<file path="src/rtl/uart_seq_trig_pkg.sv">
// Shared types, legal parameter bounds and the word-compare helper for the
// UART sequence trigger.
package uart_seq_trig_pkg;

    // Receiver FSM states.
    typedef enum logic [1:0] {
        ST_IDLE  = 2'd0,
        ST_START = 2'd1,
        ST_DATA  = 2'd2,
        ST_STOP  = 2'd3
    } rx_state_e;

    // Mask polarity: a mask bit of 1 marks that data bit as don't care.
    localparam logic MASK_DONT_CARE = 1'b1;

    localparam int DATA_W_MIN  = 5;
    localparam int DATA_W_MAX  = 9;
    localparam int SEQ_LEN_MIN = 1;
    localparam int SEQ_LEN_MAX = 8;

    // Compare one word against a mask/match pair; callers zero-extend to DATA_W_MAX.
    function automatic logic word_hit(input logic [DATA_W_MAX-1:0] data,
                                      input logic [DATA_W_MAX-1:0] mask,
                                      input logic [DATA_W_MAX-1:0] value);
        logic [DATA_W_MAX-1:0] care;
        care = (MASK_DONT_CARE == 1'b1) ? ~mask : mask;
        return ((data ^ value) & care) == '0;
    endfunction

endpackage

</file>
<file path="src/rtl/uart_rx_core.sv">
// UART receiver: 2-flop synchroniser, baud down-counter, bit counter and FSM.
// good_o/bad_o/word_o are the unregistered stop-sample results so the matcher
// can register its outcome in the same edge as rx_vld_o.
//
// state   | meaning
// IDLE    | waiting for a synchronised 1->0 transition
// START   | counting half a bit, then checking the start bit is still low
// DATA    | sampling DATA_W bits, LSB first, one per bit period
// STOP    | counting one bit, then sampling the stop bit
module uart_rx_core
    import uart_seq_trig_pkg::*;
#(
    parameter int DATA_W = 8,
    parameter int BAUD_W = 16
) (
    input  logic              clk_i,
    input  logic              rst_i,
    input  logic              rx_i,
    input  logic [BAUD_W-1:0] baud_cnt_i,
    output logic              good_o,
    output logic              bad_o,
    output logic [DATA_W-1:0] word_o,
    output logic              rx_vld_o,
    output logic [DATA_W-1:0] rx_data_o,
    output logic              frm_err_o
);

    localparam int BC_W = $clog2(DATA_W);

    logic              sync1_q, sync2_q, prev_q;
    logic [1:0]        flush_q;
    logic              fall;
    rx_state_e         state_q, state_d;
    logic [BAUD_W-1:0] b_q, b_d;
    logic [BAUD_W-1:0] cnt_q, cnt_d;
    logic [BC_W-1:0]   bit_q, bit_d;
    logic [DATA_W-1:0] shift_q, shift_d;
    logic              vld_q, err_q;
    logic [DATA_W-1:0] data_q;
    logic              good, bad;

    // Synchroniser plus line history; prev_q stays low until a genuine post-reset
    // high has been seen, so a line held low through reset never looks like a start.
    always_ff @(posedge clk_i or posedge rst_i) begin
        if (rst_i) begin
            sync1_q <= 1'b1;
            sync2_q <= 1'b1;
            flush_q <= 2'b00;
            prev_q  <= 1'b0;
        end else begin
            sync1_q <= rx_i;
            sync2_q <= sync1_q;
            flush_q <= {flush_q[0], 1'b1};
            prev_q  <= sync2_q & flush_q[1];
        end
    end

    assign fall = prev_q & ~sync2_q;

    // FSM, baud/bit counters and shift register state.
    always_ff @(posedge clk_i or posedge rst_i) begin
        if (rst_i) begin
            state_q <= ST_IDLE;
            b_q     <= '0;
            cnt_q   <= '0;
            bit_q   <= '0;
            shift_q <= '0;
        end else begin
            state_q <= state_d;
            b_q     <= b_d;
            cnt_q   <= cnt_d;
            bit_q   <= bit_d;
            shift_q <= shift_d;
        end
    end

    // Next-state logic; every sample happens when the down-counter reaches zero.
    always_comb begin
        state_d = state_q;
        b_d     = b_q;
        cnt_d   = cnt_q;
        bit_d   = bit_q;
        shift_d = shift_q;
        good    = 1'b0;
        bad     = 1'b0;
        case (state_q)
            ST_IDLE: begin
                if (fall) begin
                    b_d     = baud_cnt_i;
                    cnt_d   = (baud_cnt_i >> 1) - BAUD_W'(1);
                    bit_d   = '0;
                    state_d = ST_START;
                end
            end
            ST_START: begin
                if (cnt_q != '0) begin
                    cnt_d = cnt_q - BAUD_W'(1);
                end else if (!sync2_q) begin
                    cnt_d   = b_q - BAUD_W'(1);
                    state_d = ST_DATA;
                end else begin
                    state_d = ST_IDLE;
                end
            end
            ST_DATA: begin
                if (cnt_q != '0) begin
                    cnt_d = cnt_q - BAUD_W'(1);
                end else begin
                    shift_d = {sync2_q, shift_q[DATA_W-1:1]};
                    cnt_d   = b_q - BAUD_W'(1);
                    if (bit_q == BC_W'(DATA_W - 1)) begin
                        state_d = ST_STOP;
                    end else begin
                        bit_d = bit_q + BC_W'(1);
                    end
                end
            end
            ST_STOP: begin
                if (cnt_q != '0) begin
                    cnt_d = cnt_q - BAUD_W'(1);
                end else begin
                    good    = sync2_q;
                    bad     = ~sync2_q;
                    state_d = ST_IDLE;
                end
            end
            default: state_d = ST_IDLE;
        endcase
    end

    // Registered frame outputs; rx_data only moves on a good frame.
    always_ff @(posedge clk_i or posedge rst_i) begin
        if (rst_i) begin
            vld_q  <= 1'b0;
            err_q  <= 1'b0;
            data_q <= '0;
        end else begin
            vld_q <= good;
            err_q <= bad;
            if (good) begin
                data_q <= shift_q;
            end
        end
    end

    assign good_o    = good;
    assign bad_o     = bad;
    assign word_o    = shift_q;
    assign rx_vld_o  = vld_q;
    assign rx_data_o = data_q;
    assign frm_err_o = err_q;

endmodule

</file>
<file path="src/rtl/uart_seq_trig.sv">
// UART protocol trigger: fires a sticky trig when SEQ_LEN consecutive good
// words match their per-word mask/match patterns.
module uart_seq_trig
    import uart_seq_trig_pkg::*;
#(
    parameter int DATA_W  = 8,
    parameter int SEQ_LEN = 4,
    parameter int BAUD_W  = 16
) (
    input  logic                      clk,
    input  logic                      rst,
    input  logic                      rx,
    input  logic [BAUD_W-1:0]         baud_cnt,
    input  logic [SEQ_LEN*DATA_W-1:0] mask,
    input  logic [SEQ_LEN*DATA_W-1:0] match,
    input  logic                      en,
    input  logic                      clr_trig,
    output logic                      trig,
    output logic                      rx_vld,
    output logic [DATA_W-1:0]         rx_data,
    output logic                      frm_err
);

    localparam int IDX_W = (SEQ_LEN > 1) ? $clog2(SEQ_LEN) : 1;

    if (DATA_W < DATA_W_MIN || DATA_W > DATA_W_MAX) begin : g_bad_data_w
        $error("uart_seq_trig: DATA_W out of range");
    end
    if (SEQ_LEN < SEQ_LEN_MIN || SEQ_LEN > SEQ_LEN_MAX) begin : g_bad_seq_len
        $error("uart_seq_trig: SEQ_LEN out of range");
    end

    logic              good, bad;
    logic [DATA_W-1:0] word;
    logic [IDX_W-1:0]  idx_q, idx_d;
    logic              trig_q, trig_d;
    logic [DATA_W-1:0] mask_cur, match_cur;
    logic              hit_cur, hit_0, last;

    uart_rx_core #(
        .DATA_W (DATA_W),
        .BAUD_W (BAUD_W)
    ) u_rx (
        .clk_i      (clk),
        .rst_i      (rst),
        .rx_i       (rx),
        .baud_cnt_i (baud_cnt),
        .good_o     (good),
        .bad_o      (bad),
        .word_o     (word),
        .rx_vld_o   (rx_vld),
        .rx_data_o  (rx_data),
        .frm_err_o  (frm_err)
    );

    // Compare the completed word against the expected entry and against entry 0.
    always_comb begin
        mask_cur  = mask[int'(idx_q)*DATA_W +: DATA_W];
        match_cur = match[int'(idx_q)*DATA_W +: DATA_W];
        hit_cur   = word_hit(DATA_W_MAX'(word), DATA_W_MAX'(mask_cur), DATA_W_MAX'(match_cur));
        hit_0     = word_hit(DATA_W_MAX'(word), DATA_W_MAX'(mask[DATA_W-1:0]),
                             DATA_W_MAX'(match[DATA_W-1:0]));
        last      = (idx_q == IDX_W'(SEQ_LEN - 1));
    end

    // Sequence index and sticky trigger; a set wins over a simultaneous clear.
    always_comb begin
        idx_d  = idx_q;
        trig_d = trig_q;
        if (clr_trig) begin
            trig_d = 1'b0;
        end
        if (!en || bad) begin
            idx_d = '0;
        end else if (good) begin
            if (hit_cur) begin
                if (last) begin
                    trig_d = 1'b1;
                    idx_d  = '0;
                end else begin
                    idx_d = idx_q + IDX_W'(1);
                end
            end else if (hit_0 && SEQ_LEN > 1) begin
                idx_d = IDX_W'(1);
            end else begin
                idx_d = '0;
            end
        end
    end

    // Matcher registers.
    always_ff @(posedge clk or posedge rst) begin
        if (rst) begin
            idx_q  <= '0;
            trig_q <= 1'b0;
        end else begin
            idx_q  <= idx_d;
            trig_q <= trig_d;
        end
    end

    assign trig = trig_q;

endmodule

</file>
<file path="config.mk">
export PLATFORM = sky130hd
export DESIGN_NAME = uart_seq_trig
export DESIGN_NICKNAME = d
export VERILOG_FILES = /design/src/rtl/uart_seq_trig_pkg.sv /design/src/rtl/uart_rx_core.sv /design/src/rtl/uart_seq_trig.sv
export SDC_FILE = /design/constraint.sdc
export NUM_CORES = 1
export LEC_CHECK = 0
export CORE_MARGIN = 2
export CORE_UTILIZATION = 29
export CTS_BUF_LIST = sky130_fd_sc_hd__clkbuf_4 sky130_fd_sc_hd__clkbuf_8 sky130_fd_sc_hd__clkbuf_16
export DETAILED_ROUTE_END_ITERATION = 16
export PLACE_DENSITY = 0.59
export SYNTH_ARGS = -nofsm -noshare
export SYNTH_HDL_FRONTEND = slang
export SYNTH_SLANG_ARGS = --single-unit
export TNS_END_PERCENT = 20
</file>
<file path="constraint.sdc">
create_clock -name clk -period 4.8 [get_ports clk]
set_input_delay 0.72 -clock clk [delete_from_list [all_inputs] [get_ports clk]]
set_output_delay 0.72 -clock clk [all_outputs]
set_load 0.02 [all_outputs]
</file>
==> results summary, run 1 <==
The run finished with clean final reports. Clock latency on the worst-skew pair, taken at its later pin, is approximately 0.34 ns. The combinational family with the most area after synthesis is simple AND/OR/NAND/NOR gates. The core region is between 15,000 and 20,000 um2. Entering global routing, the biggest net connects 42 pins. The total stage count of the critical path came out at 8. The most used flip-flop cell after synthesis is sky130_fd_sc_hd__dfrtp_1. The initial core utilization is 0.2988.

The relative slew slack is 0.3507. Counting instances, the worst hold path has a depth of 0. TritonCTS built the clock tree. The pre-antenna-repair detailed-routing pass consisted of 5 iterations. The startpoint identified for the worst register-to-register timing path is u_rx.cnt_q[9]. The total power of the final layout is ~0.0028 W. The chip height came out at 129.4 um.

The total number of nets in the final design came out at 675. Traced cell by cell, the critical path runs through clkdlybuf4s50_1, inv_1, ha_1, or4b_1, nor4_1, xor2_1, o22ai_1, a221oi_1. The logic depth of the worst register-to-register path is 6. Clock tree synthesis inserted a total of 9 buffers. The standby leakage power came out at roughly 2.3 nW. On the critical path, the stage with the largest delay is an instance of sky130_fd_sc_hd__or4b_1. The compound-cell area share of the yosys netlist is 0.1743. The placed cell area came out at around 5700 um2. The worst setup slack after placement came out at 1.715 ns.

The number of maximum-capacitance constraint violations is 0. At the pin with the least slew margin, the transition time is 0.9739 ns. The cell at the root of the clock tree is sky130_fd_sc_hd__clkbuf_16. The via count of the first global-routing pass was 4,239. Dividing the synthesized area by the synthesized cell count gives approximately 9.2 um2. At the worst endpoint, the required time is 5.03 ns. The number of primary I/O pins is 96.

The fraction of the yosys area taken by sequential cells came out at 0.3463. The xor/xnor share of the synthesized area came out at 0.09413. The remaining number of nets flagged by the antenna check after routing is 0.

The global-route total usage across every layer is 0.1648. The data arrival time at the worst-slack endpoint is 3.02 ns. The placed instance count came out at 779. The peak supply drop is between 0.2 and 0.25 mV.

For this run the aggregate overflow at the end of global routing stands at 0. The critical-path maximum fanout came out at 6. The netlist area before placement came out at 4559 um2.

STA classifies the critical path endpoint as a flip-flop. The destination of the worst register-to-register timing path is u_rx.cnt_q[8]. The post-synthesis mux area share came out at 0.09495.

Timing would allow up to roughly 360 MHz. The most critical setup path has its startpoint at baud_cnt[1]. The die is around 130 um wide. The initial antenna violation count is 0.

The post-synthesis simple-gate area fraction is 0.2198. Excluding fillers, the count of instances in the completed layout stands at approximately 800. The worst-case register-to-register setup slack is roughly 2.1 ns. The worst path in the final design needs a cycle of between 2 and 3 ns, including I/O delays and setup.

In this run, distinct cell masters in the synthesized netlist total 70. The filler cell count in the final layout came out at between 1,500 and 2,000. By startpoint and endpoint, the worst setup path is classified as in -> reg. The number of nets produced by synthesis is 591. The antenna diode count is 0. The average detailed-routed wire length per instance came out at around 17 um. The fraction of synthesis flops using an asynchronous set or reset pin is 1.000. Of the total synthesized cell area, the portion taken by full adders, half adders and majority gates is 0.03019. The fraction of final layout cells sized beyond drive strength 1 is 0.1182. The share of the cycle needed by the critical path after routing came out at 0.5805.

The final setup TNS came out at 0 ns. The number of buffers and inverters on the critical path is 2. For this design, the sink count on the clock tree is between 60 and 70. The max-slew violation count came out at 0. For this run, design rule violations remaining after detail routing come to 0. The vias after detailed routing came out at between 4,000 and 5,000. Yosys mapped a number of flops with a built-in enable equal to 0. The post-CTS setup repair buffer count came out at 0. The number of instances in the synthesized netlist came out at 495.

Setup repair after global routing left no endpoint under its margin. The die footprint came out at ~17,000 um2. The worst-case clock skew is 0.006392 ns.

The post-DP HPWL came out at between 10,000 and 15,000 um. The congestion estimate from routability-driven global placement came to 0.8321. The number of port buffers came out at 95.

From synthesis to final layout, the design area changed by 31.83%. After floorplanning, the core was divided into between 40 and 50 placement rows. After detailed routing, the number of vias per cell comes to ~5.4. The wire length reported by the detailed router is 13,660 um. The count of endpoints failing setup in the final report came out at 0. The hold violation total from the final report is 0. The first-pass GRT wire length came out at 21,910 um.

The starting DRC count in detailed routing came out at 305. The cts-stage hold buffer count came out at 0. The largest stage delay on the critical path came out at between 0.5 and 0.6 ns. The count of yosys warnings during synthesis is 0. The number of register bits inferred by synthesis is 63. The critical path capture point is u_rx.cnt_q[14]. The finished cells cover 6011 um2. The number of cells upsized or downsized after cts came out at 0. Power spread over the standard cell area amounts to 464.9 nW/um2. The clock edge transition at the registers on the reported setup and hold paths came out at roughly 0.060 ns. The kind of cell with the highest combined delay on the critical path is simple AND/OR/NAND/NOR gates. The final worst slack came out at slightly above 2 ns. The longest clock path from root to sink contains 2 buffers. The total number of H-tree levels is 3. In this run the worst hold path is classified as reg -> reg. STA classifies the critical path startpoint as an input port.
==> cells in the mapped netlist, drive strengths merged (12+ instances only) <==
cell	n	area, um2
xnor2	27	236.5
nor3	17	90.09
dfrtp	61	1526
o21ai	24	120.1
xor2	22	192.7
mux2	34	382.9
nand3	12	60.06
nand2	34	130.1
nor4	13	102.6
a21oi	16	80.08
clkbuf	20	75.07
nor2	31	118.9
inv	21	78.83
==> layer usage <==
metal | vias up | track usage | share of wire
li1 | 2023 | - | -
met5 | - | 0 | 0
met2 | 181 | 0.2706 | 0.44
met1 | 2070 | 0.2151 | 0.46
met4 | 0 | 0.06010 | 0.019
met3 | 26 | 0.03344 | 0.082
==> state kept, by name (all words and copies together) (netlist names), named ones only <==
signal and flops:
u_rx.rx_data_o 8, u_rx.sync2_q 1, u_rx.flush_q 2, u_rx.bit_q 3, u_rx.rx_vld_o 1, idx_q 2
u_rx.word_o 8, u_rx.b_q 16, u_rx.sync1_q 1, u_rx.frm_err_o 1, u_rx.cnt_q 16, trig 1
u_rx.prev_q 1, u_rx.state_q 1
==> where the power goes <==
| part | leakage (nW) | internal [W] | switching [W] | total, W |
|---|---|---|---|---|
| Combinational | 1.33 | 0.000543 | 0.000706 | 0.00125 |
| Sequential | 0.803 | 0.000682 | 0.000204 | 0.000886 |
| Clock | 0.142 | 0.000402 | 0.000257 | 0.000659 |
| Total | 2.27 | 0.00163 | 0.00117 | 0.00279 |
==> cells in the final DEF (no fill, tap or decap), types with 11 or more instances in the layout <==
cell,count
sky130_fd_sc_hd__clkdlybuf4s50_1,95
sky130_fd_sc_hd__dfrtp_1,61
sky130_fd_sc_hd__nand2_1,33
sky130_fd_sc_hd__mux2_2,32
sky130_fd_sc_hd__nor2_1,30
sky130_fd_sc_hd__xnor2_1,27
sky130_fd_sc_hd__xor2_1,22
sky130_fd_sc_hd__inv_1,20
sky130_fd_sc_hd__o21ai_0,19
sky130_fd_sc_hd__nor3_1,16
sky130_fd_sc_hd__a21oi_1,16
sky130_fd_sc_hd__nand3_1,12
sky130_fd_sc_hd__nor4_1,11
sky130_fd_sc_hd__ha_1,11
==> cell type report <==
cell class	instances	area, um2	share of cell area
clock buffers	9	225.2	0.03747
clock inverters	7	72.57	0.01207
inverters	22	82.58	0.01374
multi-input cells	385	2814	0.4682
flip-flops and latches	63	1579	0.2627
well taps	211	264.0	0.04392
repair buffers	98	973.4	0.1619
==> cells by family after synthesis <==
kind of cell / count (synthesis)
other: 1
AND/OR/NAND/NOR: 171
flip-flops: 63
multiplexers: 39
buffers and inverters: 47
XOR/XNOR: 49
adder cells (fa/ha/maj): 11
AO/OA/AOI/OAI: 114
==> through the flow <==
step,util,hold WS [ns]
after floorplan,-,0.3312
after global placement,0.3744,0.3336
after detailed placement,0.3744,0.3373
after CTS,0.3939,0.3504
after global routing,0.3939,0.3596
final,0.3939,0.3474
==> worst min path at each step <==
stage                 endpoint  slack, ns            start
5_1_grt           u_rx.sync2_q       0.36     u_rx.sync1_q
6_report       u_rx.flush_q[1]       0.35  u_rx.flush_q[0]
2_1_floorplan  u_rx.flush_q[1]       0.33  u_rx.flush_q[0]
3_3_place_gp   u_rx.flush_q[1]       0.33  u_rx.flush_q[0]
3_5_place_dp   u_rx.flush_q[1]       0.34  u_rx.flush_q[0]
4_1_cts        u_rx.flush_q[1]       0.35  u_rx.flush_q[0]
==> worst register-to-register path, delay by kind of cell, from the launching register on <==
kind | cells | cell delay, ns
AOI/OAI and AO/OA | 2 | 0.32
muxes | 1 | 0.42
DFF | 1 | 0.46
and+or+nand+nor | 3 | 1.48
(Power assumes the default switching activity.)
==> inputs of run 2 (changes only) <==
--- a/config.mk
+++ b/config.mk
@@ -9,7 +9,7 @@
 export CORE_UTILIZATION = 29
 export CTS_BUF_LIST = sky130_fd_sc_hd__clkbuf_4 sky130_fd_sc_hd__clkbuf_8 sky130_fd_sc_hd__clkbuf_16
 export DETAILED_ROUTE_END_ITERATION = 16
-export PLACE_DENSITY = 0.59
+export PLACE_DENSITY = 0.61
 export SYNTH_ARGS = -nofsm -noshare
 export SYNTH_HDL_FRONTEND = slang
 export SYNTH_SLANG_ARGS = --single-unit
==> constraint.sdc (replaced) <==
create_clock -name clk -period 2.25 [get_ports clk]
set_input_delay 0.3375 -clock clk [delete_from_list [all_inputs] [get_ports clk]]
set_output_delay 0.3375 -clock clk [all_outputs]
set_load 0.02 [all_outputs]
==> run 2 against run 1 <==
Net effect: flip-flop and latch count unchanged; first-iteration DRC count decreased by 18%; total power up 140%; via count rose by 5.6%; clock skew is 0.00070 ns higher; combinational power grew to 2.6 times the previous value; wire length grew 11%; non-clock buffer count increased by 61; die area did not move; register-to-register slack worse by 2.0 ns; sequential power rose by 110%; largest power group unchanged.
==> results summary, run 2 (synthesis results as in run 1) <==
The run finished with clean final reports. Measured on the finished design, the core utilization comes to 0.4330. For the final routed database, the setup TNS stands at 0 ns. The largest net degree at the start of global routing is 25.

After detailed routing, the average wire length per cell comes to around 18 um. The maximum frequency from static timing analysis is approximately 460 MHz. The via count of the first global-routing pass is approximately 4,800. The later-pin clock latency in the skew report came out at 0.34 ns. The wire length reported by the detailed router came out at about 15,000 um.

Measured against its own limit, the worst slew margin works out to 0.4875. The peak supply drop came out at 0.4613 mV. The number of remaining DRC errors came out at 0. The number of port buffers is 95. The clock tree synthesis step divided the H-tree into 3 levels. The type of the worst setup path is in -> reg. The vias after detailed routing is around 4,500.

In the final layout, the share of cells above drive strength 1 is 0.2372. In the layout the commonest cells are sky130_fd_sc_hd__clkdlybuf4s50_1 (94), sky130_fd_sc_hd__dfrtp_1 (61), sky130_fd_sc_hd__buf_4 (61). The count of clock tree sinks came out at 63. In this run the static leakage power is 2.617 nW. The total power per unit cell area came out at roughly 990 nW/um2. The max-slew violation count was 0. The hold violation total from the final report is 0.

After clock tree synthesis, the clock-pin slew on the worst setup and hold paths is approximately 0.06 ns. The final layout contains around 740 nets. 96 I/O pins were placed. The core region is ~15,000 um2.

The share of the cycle needed by the critical path after routing came out at 0.9743. The number of detailed-routing iterations run before antenna repair is 5. The number of core rows is 45.

Data on the critical path arrives at its endpoint at 2.47 ns. The required time reported for the critical path endpoint is between 2 and 3 ns. The largest registers in the layout are u_rx.b_q x16, u_rx.cnt_q x16. The first routing iteration left 250 violations. The worst-case clock skew is 0.007091 ns. The most common library cell in the layout ignoring fill and taps is sky130_fd_sc_hd__clkdlybuf4s50_1. Setup repair after global routing could not meet its margin everywhere. STA classifies the critical path startpoint as an input port. The initial core utilization came out at 0.2988. The routability-driven placement congestion ratio came out at 0.9285. TritonCTS built the clock tree. The number of antenna diodes in the final layout is 0. The worst setup path is captured at a flip-flop. The global-route total usage across every layer is 0.1837. The die footprint is around 17,000 um2. The initial antenna violation count is 0.

The total power of the final layout is about 0.0066 W. The post-DP HPWL is 11,550 um. The number of buffers inserted during clock tree synthesis is 9. CTS placed an instance of sky130_fd_sc_hd__clkbuf_16 at the clock tree root. The buffer levels on the longest clock path came out at 2. The horizontal extent of the die came out at between 100 and 150 um. The transition time of the tightest slew-check pin came out at around 0.77 ns. The number of maximum-capacitance constraint violations came out at 0. The first-pass GRT wire length came out at ~24,000 um. The shortest period the worst path allows came out at between 2 and 2.5 ns. The cts-stage hold buffer count came out at 0. The total non-filler cell area in the finished layout is about 6600 um2. In the routed layout, each cell is associated on average with a via count of between 5 and 6. The chip height is between 100 and 150 um. Along the worst path, the maximum fanout reaches 4. Summed over all layers, the global routing overflow is 0.

The placed cell area is approximately 6000 um2. Compared with the post-synthesis result, the final layout area differs by 44.90%. The remaining number of nets flagged by the antenna check after routing is 0.

In this run the worst hold path is classified as reg -> reg. The count of endpoints failing setup in the final report is 0.
run 2: worst paths after layout:
kind / cells after the start / start / slack, ns / end
hold reg to reg: 0 / u_rx.flush_q[0] / 0.34 / u_rx.flush_q[1]
setup / recovery: 6 / baud_cnt[6] / 0.06 / u_rx.cnt_q[15]
max in group asynchronous: 3 / rst / 1.33 / u_rx.bit_q[1]
setup reg to reg: 7 / u_rx.cnt_q[9] / 0.09 / u_rx.cnt_q[11]
min in group asynchronous: 2 / rst / 0.36 / u_rx.rx_data_o[2]
hold / removal: 0 / u_rx.flush_q[0] / 0.34 / u_rx.flush_q[1]
run 2: area by class of cell:
cell class	count	area, um2
Clock buffer	9	225.2
Clock inverter	7	78.83
Fill cell	1500	8652
Inverter	22	82.58
Multi-Input combinational cell	385	2905
Sequential cell	63	1579
Tap cell	211	264.0
Timing Repair Buffer	159	1471
run 2: what timing repair did:
action                                  4_1_cts  5_1_grt
buffers inserted                              0        2
endpoints found under the setup margin        3       16
pin swaps                                     3        5
gates resized for setup                       3       24
run 2: metrics by stage:
stage,std cells,hold WS (ns),setup slack (ns)
2_1_floorplan,495,0.3312,0.05244
4_1_cts,854,0.3455,0.001317
6_report,856,0.3450,0.05788
5_1_grt,856,0.3503,-0.005834
3_3_place_gp,838,0.3379,-0.3901
3_5_place_dp,838,0.3385,-0.3967
run 2: per-layer routing:
layer	share of wire	GRT usage	vias up	routed length (um)
met5	0	0	-	0
met4	0.017	0.05563	0	251
met3	0.077	0.04005	22	1163
met2	0.47	0.3170	203	7086
met1	0.44	0.2299	2171	6640
li1	-	-	2146	-
run 2: report_power, final:
group	switching [W]	internal (W)
Sequential	0.000396	0.00146
Clock	0.000552	0.000868
Combinational	0.00176	0.00154
Total	0.00271	0.00386
run 2: critical path, cell delays in order:
cell and delay (ns):
sky130_fd_sc_hd__clkdlybuf4s50_1 0.42, sky130_fd_sc_hd__or4_4 0.54, sky130_fd_sc_hd__or4_4 0.53, sky130_fd_sc_hd__or4_1 0.42, sky130_fd_sc_hd__o221ai_1 0.08, sky130_fd_sc_hd__a21o_1 0.13
==> inputs of run 3 (changes only) <==
--- a/config.mk
+++ b/config.mk
@@ -8,6 +8,7 @@
 export CORE_MARGIN = 2
 export CORE_UTILIZATION = 29
 export CTS_BUF_LIST = sky130_fd_sc_hd__clkbuf_4 sky130_fd_sc_hd__clkbuf_8 sky130_fd_sc_hd__clkbuf_16
+export CTS_CLUSTER_DIAMETER = 60
 export DETAILED_ROUTE_END_ITERATION = 16
 export PLACE_DENSITY = 0.61
 export SYNTH_ARGS = -nofsm -noshare
==> results of run 3 <==
The final DEF is identical to that of run 2; final timing and power are the same.
